### src/rtl/jk_ff_bank.sv
// jk_ff_bank: bank of WIDTH flip-flops with runtime-selectable JK/T/D/SR rules.
// Registered rise/fall pulses, SR-illegal error flags and a saturating change counter.

// Per-bit next-state rule for one flip-flop of the bank.
module jk_ff_lane (
    input  logic [1:0] mode,
    input  logic       q,
    input  logic       j,
    input  logic       k,
    output logic       q_nx
);
    typedef enum logic [1:0] {
        M_JK = 2'b00,
        M_T  = 2'b01,
        M_D  = 2'b10,
        M_SR = 2'b11
    } mode_e;

    // Next state for this bit under the selected rule; SR 11 holds the bit.
    always_comb begin
        q_nx = q;
        case (mode_e'(mode))
            M_JK: begin
                case ({j, k})
                    2'b01:   q_nx = 1'b0;
                    2'b10:   q_nx = 1'b1;
                    2'b11:   q_nx = ~q;
                    default: q_nx = q;
                endcase
            end
            M_T:  q_nx = j ? ~q : q;
            M_D:  q_nx = j;
            M_SR: begin
                case ({j, k})
                    2'b10:   q_nx = 1'b1;
                    2'b01:   q_nx = 1'b0;
                    default: q_nx = q;
                endcase
            end
            default: q_nx = q;
        endcase
    end
endmodule

module jk_ff_bank #(
    parameter int               WIDTH     = 8,
    parameter logic [WIDTH-1:0] RESET_VAL = '0,
    parameter int               CNT_W     = 16
) (
    input  logic             clk,
    input  logic             rst_n,
    input  logic             en,
    input  logic             sync_clr,
    input  logic [1:0]       mode,
    input  logic [WIDTH-1:0] j,
    input  logic [WIDTH-1:0] k,
    output logic [WIDTH-1:0] q,
    output logic [WIDTH-1:0] q_n,
    output logic [WIDTH-1:0] q_rise,
    output logic [WIDTH-1:0] q_fall,
    output logic             sr_err,
    output logic             sr_err_stk,
    output logic [CNT_W-1:0] chg_cnt
);
    logic [WIDTH-1:0] upd_nx;
    logic [WIDTH-1:0] q_nx;
    logic             sr_hit;
    logic             q_chg;
    logic             cnt_max;

    genvar gi;
    generate
        for (gi = 0; gi < WIDTH; gi++) begin : g_lane
            jk_ff_lane u_lane (
                .mode (mode),
                .q    (q[gi]),
                .j    (j[gi]),
                .k    (k[gi]),
                .q_nx (upd_nx[gi])
            );
        end
    endgenerate

    // Resolve clear/enable priority over the per-bit rules and flag SR misuse.
    always_comb begin
        q_nx    = q;
        if (sync_clr)
            q_nx = RESET_VAL;
        else if (en)
            q_nx = upd_nx;
        sr_hit  = en & ~sync_clr & (mode == 2'b11) & (|(j & k));
        q_chg   = (q_nx != q);
        cnt_max = &chg_cnt;
    end

    assign q_n = ~q;

    // State, edge pulses, error flags and change counter all move on one edge.
    always_ff @(posedge clk or negedge rst_n) begin
        if (!rst_n) begin
            q          <= RESET_VAL;
            q_rise     <= '0;
            q_fall     <= '0;
            sr_err     <= 1'b0;
            sr_err_stk <= 1'b0;
            chg_cnt    <= '0;
        end else begin
            q          <= q_nx;
            q_rise     <= ~q & q_nx;
            q_fall     <= q & ~q_nx;
            sr_err     <= sr_hit;
            sr_err_stk <= sync_clr ? 1'b0 : (sr_err_stk | sr_hit);
            if (sync_clr)
                chg_cnt <= '0;
            else if (q_chg && !cnt_max)
                chg_cnt <= chg_cnt + 1'b1;
        end
    end
endmodule

### config.mk
export PLATFORM = sky130hd
export DESIGN_NAME = jk_ff_bank
export DESIGN_NICKNAME = d
export VERILOG_FILES = /design/src/rtl/jk_ff_bank.sv
export SDC_FILE = /design/constraint.sdc
export NUM_CORES = 1
export LEC_CHECK = 0
export ABC_AREA = 1
export CORE_MARGIN = 1.5
export CORE_UTILIZATION = 29
export CTS_CLUSTER_DIAMETER = 60
export DETAILED_ROUTE_END_ITERATION = 12
export PLACE_DENSITY_LB_ADDON = 0.3
export SYNTH_ARGS = -nofsm -noshare
export SYNTH_HDL_FRONTEND = slang
export SYNTH_SLANG_ARGS = --single-unit
### constraint.sdc
create_clock -name clk -period 6.2 [get_ports clk]
set_input_delay 1.24 -clock clk [delete_from_list [all_inputs] [get_ports clk]]
set_output_delay 1.24 -clock clk [all_outputs]
set_load 0.005 [all_outputs]
# Word-level counts from Yosys, hierarchy flattened
# Cells that the tools add are included.
[totals]
ff_bits = 42
wordCells = 96
[op_classes]
addsub = 1
eq_ne = 28
muxes = 37
bitwise_logic = 18
n_reduce_logical = 6
[op_table]
columns = ["op", "n"]
rows = [
  ["== test 2 bit, second input constant", 18],
  ["2-to-1 mux 16 bit", 2],
  ["one-hot mux 1 bit (4 select lines)", 8],
  ["AND 8 bit", 3],
  ["one-hot mux 1 bit (3 select lines)", 8],
  ["== test 2 x 1 -> 1 bit, second input constant", 9],
  ["adder 16 x 1 -> 16 bit, second input constant", 1],
  ["2-to-1 mux 8 bit", 2],
  ["inverter 8 bit", 2],
  ["one-hot mux 1 bit (2 select lines)", 8],
  ["AND reduction 16 bit", 1],
  ["2-to-1 mux 1 bit", 9],
  ["inverter 1 bit", 9],
  ["inequality test 8 bit", 1],
  ["OR reduction 8 bit", 1],
  ["AND 1 bit", 3],
  ["logical NOT 2 bit", 1],
  ["nonzero test 2 bit", 1],
  ["logical AND 1 bit", 1],
  ["logical NOT 1 bit", 1],
  ["OR 1 bit", 1],
]

# Depth between registers and ports, before layout
# Gate-level depths: netlist of the first run.
[logic_depth]
word_depth = 9
ltp_mapped = 19

# Hierarchy
# A second synthesis of the first run with hierarchy kept.
[unflattened]
cells_unflattened = 433
area_unflattened_um2 = 2945.3
[modules_own_cells]
columns = ["module", "n_inst", "cells_each", "area_per_inst_um2", "seq_area_each_um2"]
rows = [
  ["jk_ff_bank", 1, 257, 2144.6, 1051.0],
  ["jk_ff_lane", 8, 22, 100.1, 0.0],
]

# Least setup slack after synthesis of the first run
# Ideal clock, no wire load.
[synth_path]
path_kind = "input -> register"
from = "input port k[6]"
to = "register chg_cnt[2]"
arrival_time_ns = 3.142
required_ns = 6.134
path_slack_ns = 2.993
cell_stages = 17
path_buffers = 1
cell_sequence = "inv_1 > ha_1 > or2_2 > nand3_1 > nand3_1 > o21ai_1 > nand2_1 > nand3_1 > ha_1 > nand2_1 > inv_1 > nand3_1 > inv_1 > nor2_2 > buf_2 > nand4_1 > nand2_1"
[synth_via]
elab_chain_cells = 8
[synth_rtl]
columns = ["item", "line_no", "text"]
rows = [
  ["start: declaration", "56", "input logic [WIDTH-1:0] k,"],
  ["== test 2 bit, or another cell as far along", "24", "case ({j, k})"],
  ["one-hot mux 1 bit (3 select lines) / one-hot mux 1 bit (2 select lines) (equally long branches)", "24, 34", ""],
  ["one-hot mux 1 bit (4 select lines) *", "22", "case (mode_e'(mode))"],
  ["2-to-1 mux 8 bit *", "89", "else if (en)"],
  ["2-to-1 mux 8 bit *", "87", "if (sync_clr)"],
  ["inequality test 8 bit *", "92", "q_chg = (q_nx != q);"],
  ["logical AND 1 bit *", "115", "else if (q_chg && !cnt_max)"],
  ["nonzero test 2 bit (no line) *", "-", ""],
  ["end signal: assignment", "116", "chg_cnt <= chg_cnt + 1'b1;"],
  ["end: declaration", "63", "output logic [CNT_W-1:0] chg_cnt"],
]
# Every way passes the cells marked *; elsewhere a longest branch is shown, timed or not.
# A chain may end at the register's enable or synchronous reset.

# Worst setup path after layout of the first run
[layout_path]
from = "input port sync_clr"
to = "register chg_cnt[8]"
[layout_via]
elab_chain_cells = 4
[layout_rtl]
columns = ["item", "line_no", "text"]
rows = [
  ["start: declaration", "53", "input logic sync_clr,"],
  ["2-to-1 mux 8 bit", "87", ""],
  ["inequality test 8 bit", "92", ""],
  ["logical AND 1 bit", "115", ""],
  ["nonzero test 2 bit (no line)", "-", ""],
]
# Parallel ways exist; a longest one is shown, timed or not.

==> results of run 1 <==
## layout make-up
| type | instances | area [µm²] | area share, % |
|---|---|---|---|
| clock buffers | 6 | 82.6 | 2.20 |
| clock inverters | 2 | 16.3 | 0.432 |
| inverters | 47 | 176 | 4.69 |
| multi-input cells | 285 | 1560 | 41.6 |
| flip-flops and latches | 42 | 1050 | 27.9 |
| well taps | 133 | 166 | 4.42 |
| repair buffers | 71 | 706 | 18.8 |
## metrics by stage
step	cells	hold slack (ns)
floorplan	389	0.473
global placement	578	0.503
detailed placement	578	0.501
CTS	586	0.524
global route	586	0.557
finish	586	0.506
## power by group through the flow
stage                     Combinational (µW)  Sequential [µW]  Clock (µW)
final                                    155              304         192
after global routing                     176              306         209
after CTS                                158              304         197
after detailed placement                 157              309           0
after global placement                   154              309           0
after floorplan                         79.6              306           0
## registers in the layout (all words and copies together) (netlist names)
| name | flops |
|---|---|
| chg_cnt | 16 |
| q_fall | 8 |
| q | 8 |
| sr_err_stk | 1 |
| q_rise | 8 |
| sr_err | 1 |
## tightest hold or removal path: stages, from the launching register on
cell,delay [ns]
dfrtp_1,0.37
nand2_1,0.06
nand2_1,0.05
## worst max path at each step
stage / startpoint / end / slack [ns] / depth (start not counted)
floorplan: k[6] / chg_cnt[2]$_DFFE_PN0P_ / 2.99 / 17
global placement: sync_clr / chg_cnt[15]$_DFFE_PN0P_ / 1.95 / 12
detailed placement: sync_clr / chg_cnt[14]$_DFFE_PN0P_ / 1.78 / 12
CTS: sync_clr / chg_cnt[8]$_DFFE_PN0P_ / 2.10 / 12
global route: sync_clr / chg_cnt[3]$_DFFE_PN0P_ / 1.85 / 12
finish: sync_clr / chg_cnt[8]$_DFFE_PN0P_ / 2.17 / 12
## layout by cell type (no fill, tap or decap), types with 6 or more instances in the layout
cell type        instances
a21oi_1                  7
clkbuf_8                 6
clkdlybuf4s50_1         70
dfrtp_1                 42
ha_1                    33
inv_1                   45
nand2_1                115
nand3_1                 32
nand4_1                 12
nor2_1                  41
o21ai_0                 13
## kinds of logic after synthesis
family | Yosys count | share of synthesized area [%]
xor gates and xnor gates | 5 | 1.52
AOI/OAI and AO/OA | 33 | 6.46
adders and majority gates | 33 | 14.3
buffers and inverters | 62 | 9.45
DFF | 42 | 36.4
and+or+nand+nor | 214 | 31.9
## layer usage
layer,vias up,global-route usage [%],part of all wire [%]
met5,-,0,0
li1,1364,-,-
met4,0,5.30,1.7
met2,79,24.7,48
met1,1216,18.1,44
met3,9,2.31,5.7
==> flow_summary.ini, run 1 <==
[placement]
port-buffer-count = 71
dpl_cell_area_um2 = 3660
gpl.final_weighted_congestion = 0.857
dpl.hpwl_mm = 5.73
pre_cts_slack_ns = 1.78

[layout]
syn_to_final_growth_pct = 30.3
post_route_cells_drive_above_1_share_pct = 4.64
finish.utilization_pct = 38.7
layout_fillers = 1052
stdcell_area_um2 = 3760
antenna_diode_instance_count = 0
number_of_nets_in_the_final_layout = 507

[power]
intPower_uw = 457
pwr-share-comb_pct = 23.8
power.share.clock_pct = 29.5
vdd_drop_max_mv = 0.0754
p_seq_share_pct = 46.7
power.static_leakage_uw = 0.00183
totalPowerFinal_uw = 651
power.share.switching_pct = 29.8
power.density_nw_per_um2 = 173
power.switching_uw = 194

[synth]
synth_enable_flop_cells = 0
synthesis.area_um2 = 2890
syn-mean-instance-area_um2 = 7.42
post_synth_inst_count = 389
synth.ff_latch_count = 42
synthDominantAreaCellType = dfrtp_1
ys_top_cells_by_count = nand2_1 (115), inv_1 (45), dfrtp_1 (42)
ffs_w_async_s_r_synth_pct = 100
post-synth-top-area-fraction_pct = 36.4
synth.top_cells.by_area = dfrtp_1 (36%), nand2_1 (15%), ha_1 (14%), inv_1 (5.9%), nand3_1 (5.5%)
post-synth-top-count-cell = nand2_1
ys.warnings.count = 0
yosysUniqueCellTypes = 29
mappedNetlistNets = 444
ys.flop_type = dfrtp_1
synth_sequential_area_ratio_pct = 36.4

[clocking]
cts_inserted_buffers = 5
clock_tree.htree_level_count = 2
ctsHoldBuffers = 0
post-cts-setup-buffer-count = 0
cts_tree = built
clk_transition_reported_paths_ns = 0.09
cts-resized-gates = 0
clock_sink_count = 42
cts.root.buffer_cell = clkbuf_8
maximum_buffer_depth_of_the_clock_tree = 2
worst_skew_pair.late_latency_ns = 0.30

[drt]
drt_pass_1_iters = 4
vias_per_cell = 4.55
postRouteAntennaNets = 0
drt-initial-drc-count = 98
route.final.wire_length_mm = 7.25
remaining_design_rule_violation_count = 0
drt-wirelength-per-cell_um = 12.4
route.vias.total = 2668

[worst_setup_path]
crit_chain = clkdlybuf4s50_1 > inv_1 > nand3_1 > ha_1 > nand2_1 > nor2_1 > nand3_1 > inv_1 > nor2_2 > nor2_4 > nand2_1 > nand2_1
cp_slowest_cell = inv_1
crit_arrival_ns = 4.22
worstPathRequired_ns = 6.39
timing.critical_path.max_delay_family = buffers and inverters
rrSetupSlack_ns = 3.48
worstPathBufferInverterCount = 3
critPathKind = in -> reg
max_stage_delay_ns = 0.70
cp-start-kind = primary input
worst_setup_path_end_kind = register
cpMostUsedCell = nand2_1
reg2reg_to = chg_cnt[8]$_DFFE_PN0P_
timing.critical_path.fanout_max = 25
worstReg2RegStart = q[2]$_DFF_PN0_
ff2ff_path_depth = 16

[worst_hold_path]
hold_class = reg -> reg
timing.hold.worst_path_depth = 2
worst_hold_startpoint = sr_err_stk$_DFF_PN0_
min_to = sr_err_stk$_DFF_PN0_

[timing]
setup_slack_ns = 2.17
slew_viol_final = 0
unrepaired_setup_endpoints_after_global_routing = false
post-route-min-period_ns = 4.03
maxSlewHeadroom_pct = 39.0
finalSetupViolCount = 0
maximum_clock_frequency_mhz = 248
fin_setup_tns_ns = 0
period_share_pct = 65.0
worst-slew-pin-transition_ns = 0.915
hold_viol_final = 0
fin_skew_ns = 0.00735

[global_route]
gr-total-overflow = 0
grt_pass1_vias = 2530
grt_first_pass_wirelength_mm = 11.8
global_route.usage.total_pct = 14.3
number_of_antenna_violations_at_the_first_check_in_global_routing = 0
grt_start_max_net_pins = 43

[flow_run]
timing.max_cap.violations = 0

[floorplanning]
fp-row-count = 36
io_pins = 72
core_area_um2 = 9730
floorplan.die.width_um = 103
starting_density_of_the_core_pct = 29.7
floorplan.die_area_um2 = 10600
die_y_um = 103

[outcome]
result_of_the_run = finished, final reports clean
No activity file was read; power rests on OpenSTA's default activity.
==> inputs of run 2 (changes only) <==
==> constraint.sdc (replaced) <==
create_clock -name clk -period 3.5 [get_ports clk]
set_input_delay 0.7 -clock clk [delete_from_list [all_inputs] [get_ports clk]]
set_output_delay 0.7 -clock clk [all_outputs]
set_load 0.005 [all_outputs]
==> flow_summary.ini, run 2 (synthesized netlist as in run 1, its figures left out) <==
[outcome]
result_of_the_run = finished, final reports clean

[drt]
drt-wirelength-per-cell_um = 12.0
drt_pass_1_iters = 6
remaining_design_rule_violation_count = 0
vias_per_cell = 4.50
route.vias.total = 2674
route.final.wire_length_mm = 7.11
postRouteAntennaNets = 0
drt-initial-drc-count = 93

[worst_setup_path]
crit_arrival_ns = 3.25
worstPathRequired_ns = 3.72
rrSetupSlack_ns = 1.15
timing.critical_path.fanout_max = 7
cp-start-kind = primary input
worst_setup_path_end_kind = register
critPathKind = in -> reg

[layout]
finish.utilization_pct = 39.3
final_cell_mix = nand2_1 (115), clkdlybuf4s50_1 (70), inv_1 (45)
post_route_cells_drive_above_1_share_pct = 6.29
antenna_diode_instance_count = 0
number_of_nets_in_the_final_layout = 515
layout_fillers = 1033
stdcell_area_um2 = 3820
final_common_cell = nand2_1
largest_reg_flops = 16
syn_to_final_growth_pct = 32.4
largest_register = chg_cnt

[global_route]
top_usage_layer = met2
grt_use_met1_pct = 17.2
number_of_antenna_violations_at_the_first_check_in_global_routing = 0
grt_first_pass_wirelength_mm = 11.9
grt_use_met3_pct = 2.92
global_route.usage.total_pct = 14.4
gr-total-overflow = 0
groute.layer.met2.usage_pct = 26.1
grt_pass1_vias = 2608
grt_start_max_net_pins = 43

[timing]
fin_setup_tns_ns = 0
maxSlewHeadroom_pct = 37.1
post-route-min-period_ns = 3.03
worst-slew-pin-transition_ns = 0.944
hold_viol_final = 0
unrepaired_setup_endpoints_after_global_routing = false
period_share_pct = 86.6
finalSetupViolCount = 0
fin_skew_ns = 0.00911
slew_viol_final = 0
maximum_clock_frequency_mhz = 330

[placement]
dpl_cell_area_um2 = 3720
dpl.hpwl_mm = 5.58
port-buffer-count = 71
gpl.final_weighted_congestion = 0.841

[clocking]
cts-resized-gates = 0
worst_skew_pair.late_latency_ns = 0.30
clock_tree.htree_level_count = 2
cts.root.buffer_cell = clkbuf_8
maximum_buffer_depth_of_the_clock_tree = 2
clock_sink_count = 42
post-cts-setup-buffer-count = 0
cts_inserted_buffers = 5
cts_tree = built
clk_transition_reported_paths_ns = 0.09
ctsHoldBuffers = 0

[floorplanning]
io_pins = 72
core_area_um2 = 9730
floorplan.die_area_um2 = 10600
floorplan.die.width_um = 103
starting_density_of_the_core_pct = 29.7
fp-row-count = 36
die_y_um = 103

[power]
power.density_nw_per_um2 = 304
power.static_leakage_uw = 0.00187
vdd_drop_max_mv = 0.150

[worst_hold_path]
hold_class = reg -> reg

[flow_run]
timing.max_cap.violations = 0
==> run 2: changes by cell type in the layout (fill, tap and decap cells not counted) <==
cell and change:
buf_4 +8
==> run 2: worst paths after layout <==
| kind | from | end | cells after the start |
|---|---|---|---|
| setup / recovery | j[6] | chg_cnt[0]$_DFFE_PN0P_ | 17 |
| hold / removal | sr_err_stk$_DFF_PN0_ | sr_err_stk$_DFF_PN0_ | 2 |
| setup reg to reg | q[5]$_DFF_PN0_ | chg_cnt[0]$_DFFE_PN0P_ | 15 |
| hold reg to reg | sr_err_stk$_DFF_PN0_ | sr_err_stk$_DFF_PN0_ | 2 |
| max in group asynchronous | rst_n | q[7]$_DFF_PN0_ | 1 |
| min in group asynchronous | rst_n | chg_cnt[6]$_DFFE_PN0P_ | 1 |
==> run 2: power by group <==
part | switching (µW) | leakage [µW] | internal, µW
sequential | 24.7 | 0.000565 | 512
combinational | 142 | 0.00125 | 140
clock | 179 | 0.0000478 | 163
==> run 2: per-layer routing <==
metal | up-vias | wire length (µm) | part of all wire, %
met5 | - | 0 | 0
met4 | 0 | 97 | 1.4
met3 | 9 | 376 | 5.3
met2 | 72 | 3460 | 49
met1 | 1217 | 3170 | 45
li1 | 1376 | - | -
==> run 2: stage by stage <==
| stage | setup slack (ns) | hold slack (ns) | total power [µW] | std cells |
|---|---|---|---|---|
| 2_1_floorplan | 0.833 | 0.404 | 683 | 389 |
| 3_3_place_gp | 0.242 | 0.480 | 827 | 586 |
| 5_1_grt | 0.180 | 0.564 | 1230 | 594 |
| 6_report | 0.470 | 0.509 | 1160 | 594 |
| 3_5_place_dp | 0.172 | 0.489 | 833 | 586 |
| 4_1_cts | 0.480 | 0.512 | 1180 | 594 |
==> run 2: cell type report <==
type	count	area (µm²)	share of cell area, %
Clock inverter	2	16.3	0.426
Sequential cell	42	1050	27.5
Multi-Input combinational cell	285	1560	40.9
Clock buffer	6	82.6	2.16
Tap cell	133	166	4.35
Inverter	47	176	4.62
Timing Repair Buffer	79	766	20.0
==> run 2: critical path, cell delays in order <==
cell	delay [ns]
clkdlybuf4s50_1	0.49
ha_1	0.34
or2_2	0.28
nand3_1	0.07
nand3_1	0.06
o21ai_1	0.12
nand2_1	0.07
nand3_1	0.08
ha_1	0.23
nand2_1	0.07
inv_1	0.04
nand3_1	0.10
inv_1	0.07
nor2_2	0.19
buf_4	0.20
nand3_1	0.08
o21ai_1	0.07
==> inputs of run 3 (changes only) <==
--- a/config.mk
+++ b/config.mk
@@ -11,6 +11,7 @@
 export CTS_CLUSTER_DIAMETER = 60
 export DETAILED_ROUTE_END_ITERATION = 12
 export PLACE_DENSITY_LB_ADDON = 0.3
+export SETUP_SLACK_MARGIN = 0.1
 export SYNTH_ARGS = -nofsm -noshare
 export SYNTH_HDL_FRONTEND = slang
 export SYNTH_SLANG_ARGS = --single-unit
==> results of run 3 <==
Same layout as run 2: the final DEF is identical, and so are final timing and power.
